--- src/rtl/vram_arbiter.sv ---
// VRAM owner: display prefetch/scan-out plus round-robin logic ports.
// Display fetches take fixed slots; logic traffic fills the rest.
module vram_arbiter #(
  parameter int H_ACTIVE      = 640,
  parameter int H_TOTAL       = 800,
  parameter int V_ACTIVE      = 480,
  parameter int V_TOTAL       = 525,
  parameter int WORDS_PER_ROW = 40
) (
  input  logic        clk_25mhz,
  input  logic        rst_n,
  input  logic [9:0]  pixel_x,
  input  logic [9:0]  pixel_y,
  input  logic        blank,
  output logic [3:0]  pixel_idx,
  input  logic        wr_req,
  input  logic [12:0] wr_addr,
  input  logic [15:0] wr_data,
  output logic        wr_ack,
  input  logic        rd_req,
  input  logic [12:0] rd_addr,
  output logic        rd_ack,
  output logic        rd_valid,
  output logic [15:0] rd_data,
  output logic        mem_en,
  output logic        mem_we,
  output logic [12:0] mem_addr,
  output logic [15:0] mem_wdata,
  input  logic [15:0] mem_rdata
);

  function automatic logic [12:0] row_base(
    input logic [7:0] r
  );
    logic [12:0] rr;
    rr = {5'd0, r};
    if (WORDS_PER_ROW == 40)
      row_base = (rr << 5) + (rr << 3);
    else
      row_base = rr * 13'(WORDS_PER_ROW);
  endfunction

  logic [9:0]  next_y;
  logic [7:0]  fetch_row;
  logic [5:0]  fetch_col;
  logic        disp_fetch;
  logic [12:0] disp_addr;

  logic        rd_live;
  logic        wr_live;
  logic        grant_rd;
  logic        grant_wr;
  logic        last_wr;

  logic        disp_issue;
  logic        disp_pend;
  logic [15:0] prefetch;
  logic [15:0] shift;
  logic [3:0]  nib;
  logic [15:0] rd_hold;

  // Display slot decode: next span of this line, or col 0 of next line
  always_comb begin
    next_y     = (pixel_y == 10'(V_TOTAL - 1)) ? 10'd0
                                               : pixel_y + 10'd1;
    fetch_row  = pixel_y[9:2];
    fetch_col  = '0;
    disp_fetch = 1'b0;
    if (pixel_x == 10'(H_TOTAL - 4)) begin
      fetch_row  = next_y[9:2];
      disp_fetch = (next_y < 10'(V_ACTIVE));
    end else if (pixel_x[3:0] == 4'd12 &&
                 pixel_x < 10'(H_ACTIVE - 16) &&
                 pixel_y < 10'(V_ACTIVE)) begin
      fetch_col  = pixel_x[9:4] + 6'd1;
      disp_fetch = 1'b1;
    end
    disp_addr = row_base(fetch_row) + {7'd0, fetch_col};
  end

  // Logic-port grant; a port in its ack cycle still shows the old request
  always_comb begin
    rd_live  = rd_req & ~rd_ack;
    wr_live  = wr_req & ~wr_ack;
    grant_rd = ~disp_fetch & rd_live & (~wr_live | last_wr);
    grant_wr = ~disp_fetch & wr_live & (~rd_live | ~last_wr);
  end

  // Registered RAM command and logic acks
  always_ff @(posedge clk_25mhz or negedge rst_n) begin
    if (!rst_n) begin
      mem_en    <= 1'b0;
      mem_we    <= 1'b0;
      mem_addr  <= '0;
      mem_wdata <= '0;
      wr_ack    <= 1'b0;
      rd_ack    <= 1'b0;
      last_wr   <= 1'b1;
    end else begin
      mem_en <= disp_fetch | grant_rd | grant_wr;
      mem_we <= grant_wr;
      wr_ack <= grant_wr;
      rd_ack <= grant_rd;
      unique case (1'b1)
        disp_fetch: mem_addr <= disp_addr;
        grant_wr: begin
          mem_addr  <= wr_addr;
          mem_wdata <= wr_data;
        end
        grant_rd:   mem_addr <= rd_addr;
        default: ;
      endcase
      if (grant_rd | grant_wr)
        last_wr <= grant_wr;
    end
  end

  // Track in-flight reads so returned data lands in the right place
  always_ff @(posedge clk_25mhz or negedge rst_n) begin
    if (!rst_n) begin
      disp_issue <= 1'b0;
      disp_pend  <= 1'b0;
      rd_valid   <= 1'b0;
      rd_hold    <= '0;
    end else begin
      disp_issue <= disp_fetch;
      disp_pend  <= disp_issue;
      rd_valid   <= rd_ack;
      if (rd_valid)
        rd_hold <= mem_rdata;
    end
  end

  assign rd_data = rd_valid ? mem_rdata : rd_hold;

  // Nibble for the current 4-pixel group, leftmost in the top bits
  always_comb begin
    unique case (pixel_x[3:2])
      2'd0: nib = shift[15:12];
      2'd1: nib = shift[11:8];
      2'd2: nib = shift[7:4];
      2'd3: nib = shift[3:0];
      default: nib = '0;
    endcase
  end

  // Prefetch capture, span load and registered colour output
  always_ff @(posedge clk_25mhz or negedge rst_n) begin
    if (!rst_n) begin
      prefetch  <= '0;
      shift     <= '0;
      pixel_idx <= '0;
    end else begin
      if (disp_pend)
        prefetch <= mem_rdata;
      if (pixel_x[3:0] == 4'd15)
        shift <= prefetch;
      pixel_idx <= blank ? 4'd0 : nib;
    end
  end

endmodule

--- config.mk ---
export PLATFORM = sky130hd
export DESIGN_NAME = vram_arbiter
export DESIGN_NICKNAME = d
export VERILOG_FILES = /design/src/rtl/vram_arbiter.sv
export SDC_FILE = /design/constraint.sdc
export NUM_CORES = 1
export LEC_CHECK = 0
export CAP_MARGIN = 20
export CELL_PAD_IN_SITES_DETAIL_PLACEMENT = 1
export CELL_PAD_IN_SITES_GLOBAL_PLACEMENT = 1
export CORE_MARGIN = 4
export CORE_UTILIZATION = 39
export DETAILED_ROUTE_END_ITERATION = 6
export PLACE_DENSITY = 0.9
export SLEW_MARGIN = 0
export SYNTH_ARGS = -nofsm -noshare
export SYNTH_HDL_FRONTEND = slang
export SYNTH_SLANG_ARGS = --single-unit
--- constraint.sdc ---
create_clock -name clk_25mhz -period 3.3 [get_ports clk_25mhz]
set_input_delay 0.66 -clock clk_25mhz [delete_from_list [all_inputs] [get_ports clk_25mhz]]
set_output_delay 0.66 -clock clk_25mhz [all_outputs]
set_load 0.03 [all_outputs]
==> report_table.html <==
<table>
<tr><th>Metric</th><th>Value</th></tr>
<tr><th colspan="2">STA</th></tr>
<tr><td>Final WS setup</td><td>-0.137 ns</td></tr>
<tr><td>Tightest Pin Transition</td><td>0.754 ns</td></tr>
<tr><td>Relative max-transition margin</td><td>0.497</td></tr>
<tr><td>Final count of hold timing violations</td><td>0</td></tr>
<tr><td>Setup repair after global routing missed its margin</td><td>yes</td></tr>
<tr><td>Setup Viol. Count Final</td><td>5</td></tr>
<tr><td>Setup skew after layout</td><td>0.0155 ns</td></tr>
<tr><td>Crit path time final</td><td>around 3.4 ns</td></tr>
<tr><td>Pins Over Slew Limit</td><td>0</td></tr>
<tr><td>Final Cycle Share</td><td>1.04</td></tr>
<tr><td>Highest clock rate</td><td>0.291 GHz</td></tr>
<tr><td>TNS Setup</td><td>-0.396 ns</td></tr>
<tr><th colspan="2">Detailed routing</th></tr>
<tr><td>Vias/cell</td><td>5.41</td></tr>
<tr><td>First-iteration detailed-routing DRC count</td><td>156</td></tr>
<tr><td>Number of iterations in the first detailed-routing pass</td><td>4</td></tr>
<tr><td>Vias after detailed routing</td><td>~3800</td></tr>
<tr><td>Wirelength per Cell</td><td>23.7 um</td></tr>
<tr><td>Remaining antenna violation count</td><td>0</td></tr>
<tr><td>Final WL</td><td>between 15000 and 20000 um</td></tr>
<tr><td>Number of remaining DRC errors</td><td>0</td></tr>
<tr><th colspan="2">Synth</th></tr>
<tr><td>Synthesized flop and latch total</td><td>88</td></tr>
<tr><td>Netlist Area Pre-Place</td><td>0.00438 mm2</td></tr>
<tr><td>Warnings from Yosys</td><td>0</td></tr>
<tr><td>Fraction of the yosys area taken by sequential cells</td><td>0.503</td></tr>
<tr><td>Asr flop ratio synth</td><td>1.00</td></tr>
<tr><td>List of most frequent post-synthesis cells</td><td>sky130_fd_sc_hd__dfrtp_1 (87), sky130_fd_sc_hd__mux2_2 (56), sky130_fd_sc_hd__nor2_1 (27)</td></tr>
<tr><td>Portion of synthesized cell area occupied by the leading cell type</td><td>0.497</td></tr>
<tr><td>Post-synth top area cell</td><td>sky130_fd_sc_hd__dfrtp_1</td></tr>
<tr><td>Main area contributors after synthesis</td><td>sky130_fd_sc_hd__dfrtp_1 (50%), sky130_fd_sc_hd__mux2_2 (14%), sky130_fd_sc_hd__ha_1 (4.9%)</td></tr>
<tr><td>EDFF count, synth</td><td>0</td></tr>
<tr><td>Number of unique standard cell types used by synthesis</td><td>56</td></tr>
<tr><td>Primary FF master, synth</td><td>sky130_fd_sc_hd__dfrtp_1</td></tr>
<tr><td>Most repeated cell in the gate-level netlist after synthesis</td><td>sky130_fd_sc_hd__dfrtp_1</td></tr>
<tr><td>Mapped Nets</td><td>451</td></tr>
<tr><td>Cells after Synth</td><td>349</td></tr>
<tr><td>Synthesized area per cell</td><td>between 10 and 15 um2</td></tr>
<tr><th colspan="2">Setup path</th></tr>
<tr><td>Setup crit end kind</td><td>flip-flop</td></tr>
<tr><td>Slowest library cell on the worst path</td><td>sky130_fd_sc_hd__fa_1</td></tr>
<tr><td>Ordered list of cells on the worst path</td><td>buf_8, nor3_4, and4_4, nand3_4, xnor2_4, fa_1, ha_1, a21o_1, o21ba_4, o21a_1, o41a_1, xnor2_1, o21ai_1</td></tr>
<tr><td>Critical path type</td><td>in2reg</td></tr>
<tr><td>Critical Path Start Type</td><td>input port</td></tr>
<tr><td>Delay of the slowest critical-path stage</td><td>0.46 ns</td></tr>
<tr><td>Data required time at the worst endpoint</td><td>3.52 ns</td></tr>
<tr><td>Critical path peak fanout</td><td>3</td></tr>
<tr><td>Endpoint arrival time on the critical path</td><td>3.66 ns</td></tr>
<tr><th colspan="2">GRT</th></tr>
<tr><td>Number of antenna violations at the first check in global routing</td><td>0</td></tr>
<tr><td>Via count of the first global-routing pass</td><td>4379</td></tr>
<tr><td>Largest net degree at the start of global routing</td><td>89</td></tr>
<tr><td>Overflow after GRT</td><td>0</td></tr>
<tr><td>Overall fraction of global-route tracks in use</td><td>0.246</td></tr>
<tr><td>Wire length of the first global-routing pass</td><td>between 20000 and 25000 um</td></tr>
<tr><th colspan="2">Final layout</th></tr>
<tr><td>Count of inserted antenna diode cells</td><td>0</td></tr>
<tr><td>Final instance area</td><td>0.00697 mm2</td></tr>
<tr><td>Fraction of layout instances using a drive strength above 1</td><td>0.385</td></tr>
<tr><td>Final net count</td><td>653</td></tr>
<tr><td>Layout area overhead</td><td>58.9%</td></tr>
<tr><td>Finished Layout Cells</td><td>696</td></tr>
<tr><th colspan="2">Pwr</th></tr>
<tr><td>Worst vdd ir</td><td>a little under 300 uV</td></tr>
<tr><td>LEAKAGE</td><td>between 3 and 4 nW</td></tr>
<tr><td>Total power after layout</td><td>4.09 mW</td></tr>
<tr><td>Power density over the cells</td><td>588 mW/mm2</td></tr>
<tr><th colspan="2">Placed design</th></tr>
<tr><td>Quantity of I/O buffers inserted on ports</td><td>136</td></tr>
<tr><td>HPWL after detailed placement</td><td>11100 um</td></tr>
<tr><td>Instance count after placement with tap cells included</td><td>663</td></tr>
<tr><td>Placement-stage cell area</td><td>0.00630 mm2</td></tr>
<tr><td>Final Wtd Congestion</td><td>about 0.87</td></tr>
<tr><th colspan="2">CTS</th></tr>
<tr><td>H-Tree Level Count</td><td>3</td></tr>
<tr><td>Number of buffers created by CTS</td><td>9</td></tr>
<tr><td>CTS tree</td><td>built</td></tr>
<tr><td>Clk Tree Root Cell</td><td>sky130_fd_sc_hd__clkbuf_16</td></tr>
<tr><td>Hold Buf Count CTS</td><td>0</td></tr>
<tr><td>Num Clock Sinks</td><td>88</td></tr>
<tr><td>Clk_lat worst skew</td><td>0.34 ns</td></tr>
<tr><td>Clock Path Buffers</td><td>2</td></tr>
<tr><td>Reg clk slew, reported paths</td><td>about 0.070 ns</td></tr>
<tr><th colspan="2">Die</th></tr>
<tr><td>Area of the core region</td><td>roughly 0.011 mm2</td></tr>
<tr><td>Die area</td><td>0.0130 mm2</td></tr>
<tr><td>Row cnt</td><td>38</td></tr>
<tr><td>Floorplan die width</td><td>114 um</td></tr>
<tr><td>Vertical extent of the die</td><td>114 um</td></tr>
<tr><td>Number of top-level pins</td><td>137</td></tr>
<tr><td>Initial Utilization</td><td>0.401</td></tr>
<tr><th colspan="2">Min path</th></tr>
<tr><td>Type of the worst min-delay path</td><td>in2async</td></tr>
<tr><th colspan="2">Outcome</th></tr>
<tr><td>Outcome</td><td>complete, but fails checks</td></tr>
<tr><td>Violated checks</td><td>negative setup slack</td></tr>
<tr><th colspan="2">Job</th></tr>
<tr><td>Max_cap viols</td><td>0</td></tr>
</table>
sequential cells by signal, summed over array words and instances (netlist names), 4 cells and up:
name	flops
mem_wdata	16
rd_hold	16
pixel_idx	4
shift	16
prefetch	16
mem_addr	13
stage by stage:
step           setup WS (ns)  hold slack, ns   util
6_report              -0.137           0.277  0.637
5_1_grt               -0.242           0.313  0.637
4_1_cts               -0.139           0.363  0.620
3_5_place_dp          -0.931           0.347  0.576
3_3_place_gp          -0.790           0.335  0.576
2_1_floorplan         -0.184           0.331      -
cells in the final DEF (no fill, tap or decap), types with 3 or more instances in the layout:
cell type	count
sky130_fd_sc_hd__o21a_1	3
sky130_fd_sc_hd__mux4_2	4
sky130_fd_sc_hd__mux2_4	9
sky130_fd_sc_hd__xnor2_1	7
sky130_fd_sc_hd__buf_2	5
sky130_fd_sc_hd__buf_4	67
sky130_fd_sc_hd__o21ai_0	7
sky130_fd_sc_hd__dfrtp_1	87
sky130_fd_sc_hd__a21oi_2	3
sky130_fd_sc_hd__clkdlybuf4s15_2	6
sky130_fd_sc_hd__a221oi_1	3
sky130_fd_sc_hd__ha_4	6
sky130_fd_sc_hd__and3_1	9
sky130_fd_sc_hd__xor2_1	5
sky130_fd_sc_hd__clkdlybuf4s15_1	3
sky130_fd_sc_hd__nor2_4	3
sky130_fd_sc_hd__clkinvlp_4	3
sky130_fd_sc_hd__a21oi_1	7
sky130_fd_sc_hd__clkbuf_16	9
sky130_fd_sc_hd__nor2b_1	6
sky130_fd_sc_hd__clkdlybuf4s50_1	115
sky130_fd_sc_hd__nor2_1	23
sky130_fd_sc_hd__o21ai_1	5
sky130_fd_sc_hd__nand2_1	10
sky130_fd_sc_hd__o32a_1	3
sky130_fd_sc_hd__nand3_1	5
sky130_fd_sc_hd__buf_6	3
sky130_fd_sc_hd__a21o_1	3
sky130_fd_sc_hd__mux2_2	56
sky130_fd_sc_hd__ha_1	9
final timing paths:
kind	start	slack (ns)	depth (start not counted)	end
max reg2reg	mem_we	1.25	5	mem_wdata[1]
min in group clk_25mhz	disp_issue	0.36	0	disp_pend
max in group asynchronous	rst_n	2.33	2	last_wr
max	pixel_x[1]	-0.14	13	mem_addr[11]
min reg2reg	disp_issue	0.36	0	disp_pend
min	rst_n	0.28	1	rd_hold[14]
final cells by class:
class                   count  area, um2
clock buffers              11        243
clock inverters             5       40.0
fillers                  1094       3970
inverters                   3       13.8
multi-input cells         245       2400
flip-flops and latches     88       2200
well taps                 140        175
repair buffers            204       1890
worst max-delay path: cells and delay by family:
| family | cells | cell delay, ns |
|---|---|---|
| AND/OR/NAND/NOR | 3 | 0.76 |
| AO/OA/AOI/OAI | 5 | 0.98 |
| buffers and inverters | 1 | 0.10 |
| XOR/XNOR | 2 | 0.37 |
| adder cells (fa/ha/maj) | 2 | 0.76 |
power by group:
group	total, mW	switching (mW)	leakage [nW]	internal [mW]
logic	1.59	0.817	1.81	0.773
registers	1.52	0.161	1.08	1.36
clock network	0.986	0.450	0.128	0.536
total	4.09	1.43	3.02	2.67
cell families after synthesis:
group,count (synthesis),share of synthesized area
DFF,88,0.503
muxes,71,0.200
adders and majority gates,19,0.0577
AOI/OAI and AO/OA,57,0.0942
buffers and inverters,16,0.0186
xor gates and xnor gates,13,0.0260
and+or+nand+nor,85,0.101
repair_timing:
item                       4_1_cts  5_1_grt
pin swaps                       22       29
setup endpoints to repair        7        5
buffers inserted                11        7
cloned                           0        0
gates resized for setup         96       19
metal layers:
layer  up-vias  wire (um)  GRT usage
li1       1684          -          -
met1      1920       6110      0.275
met2       118       9150      0.476
met3        41        605     0.0430
met4         0        612     0.0657
met5         -          0          0
No activity file was read; power rests on OpenSTA's default activity.
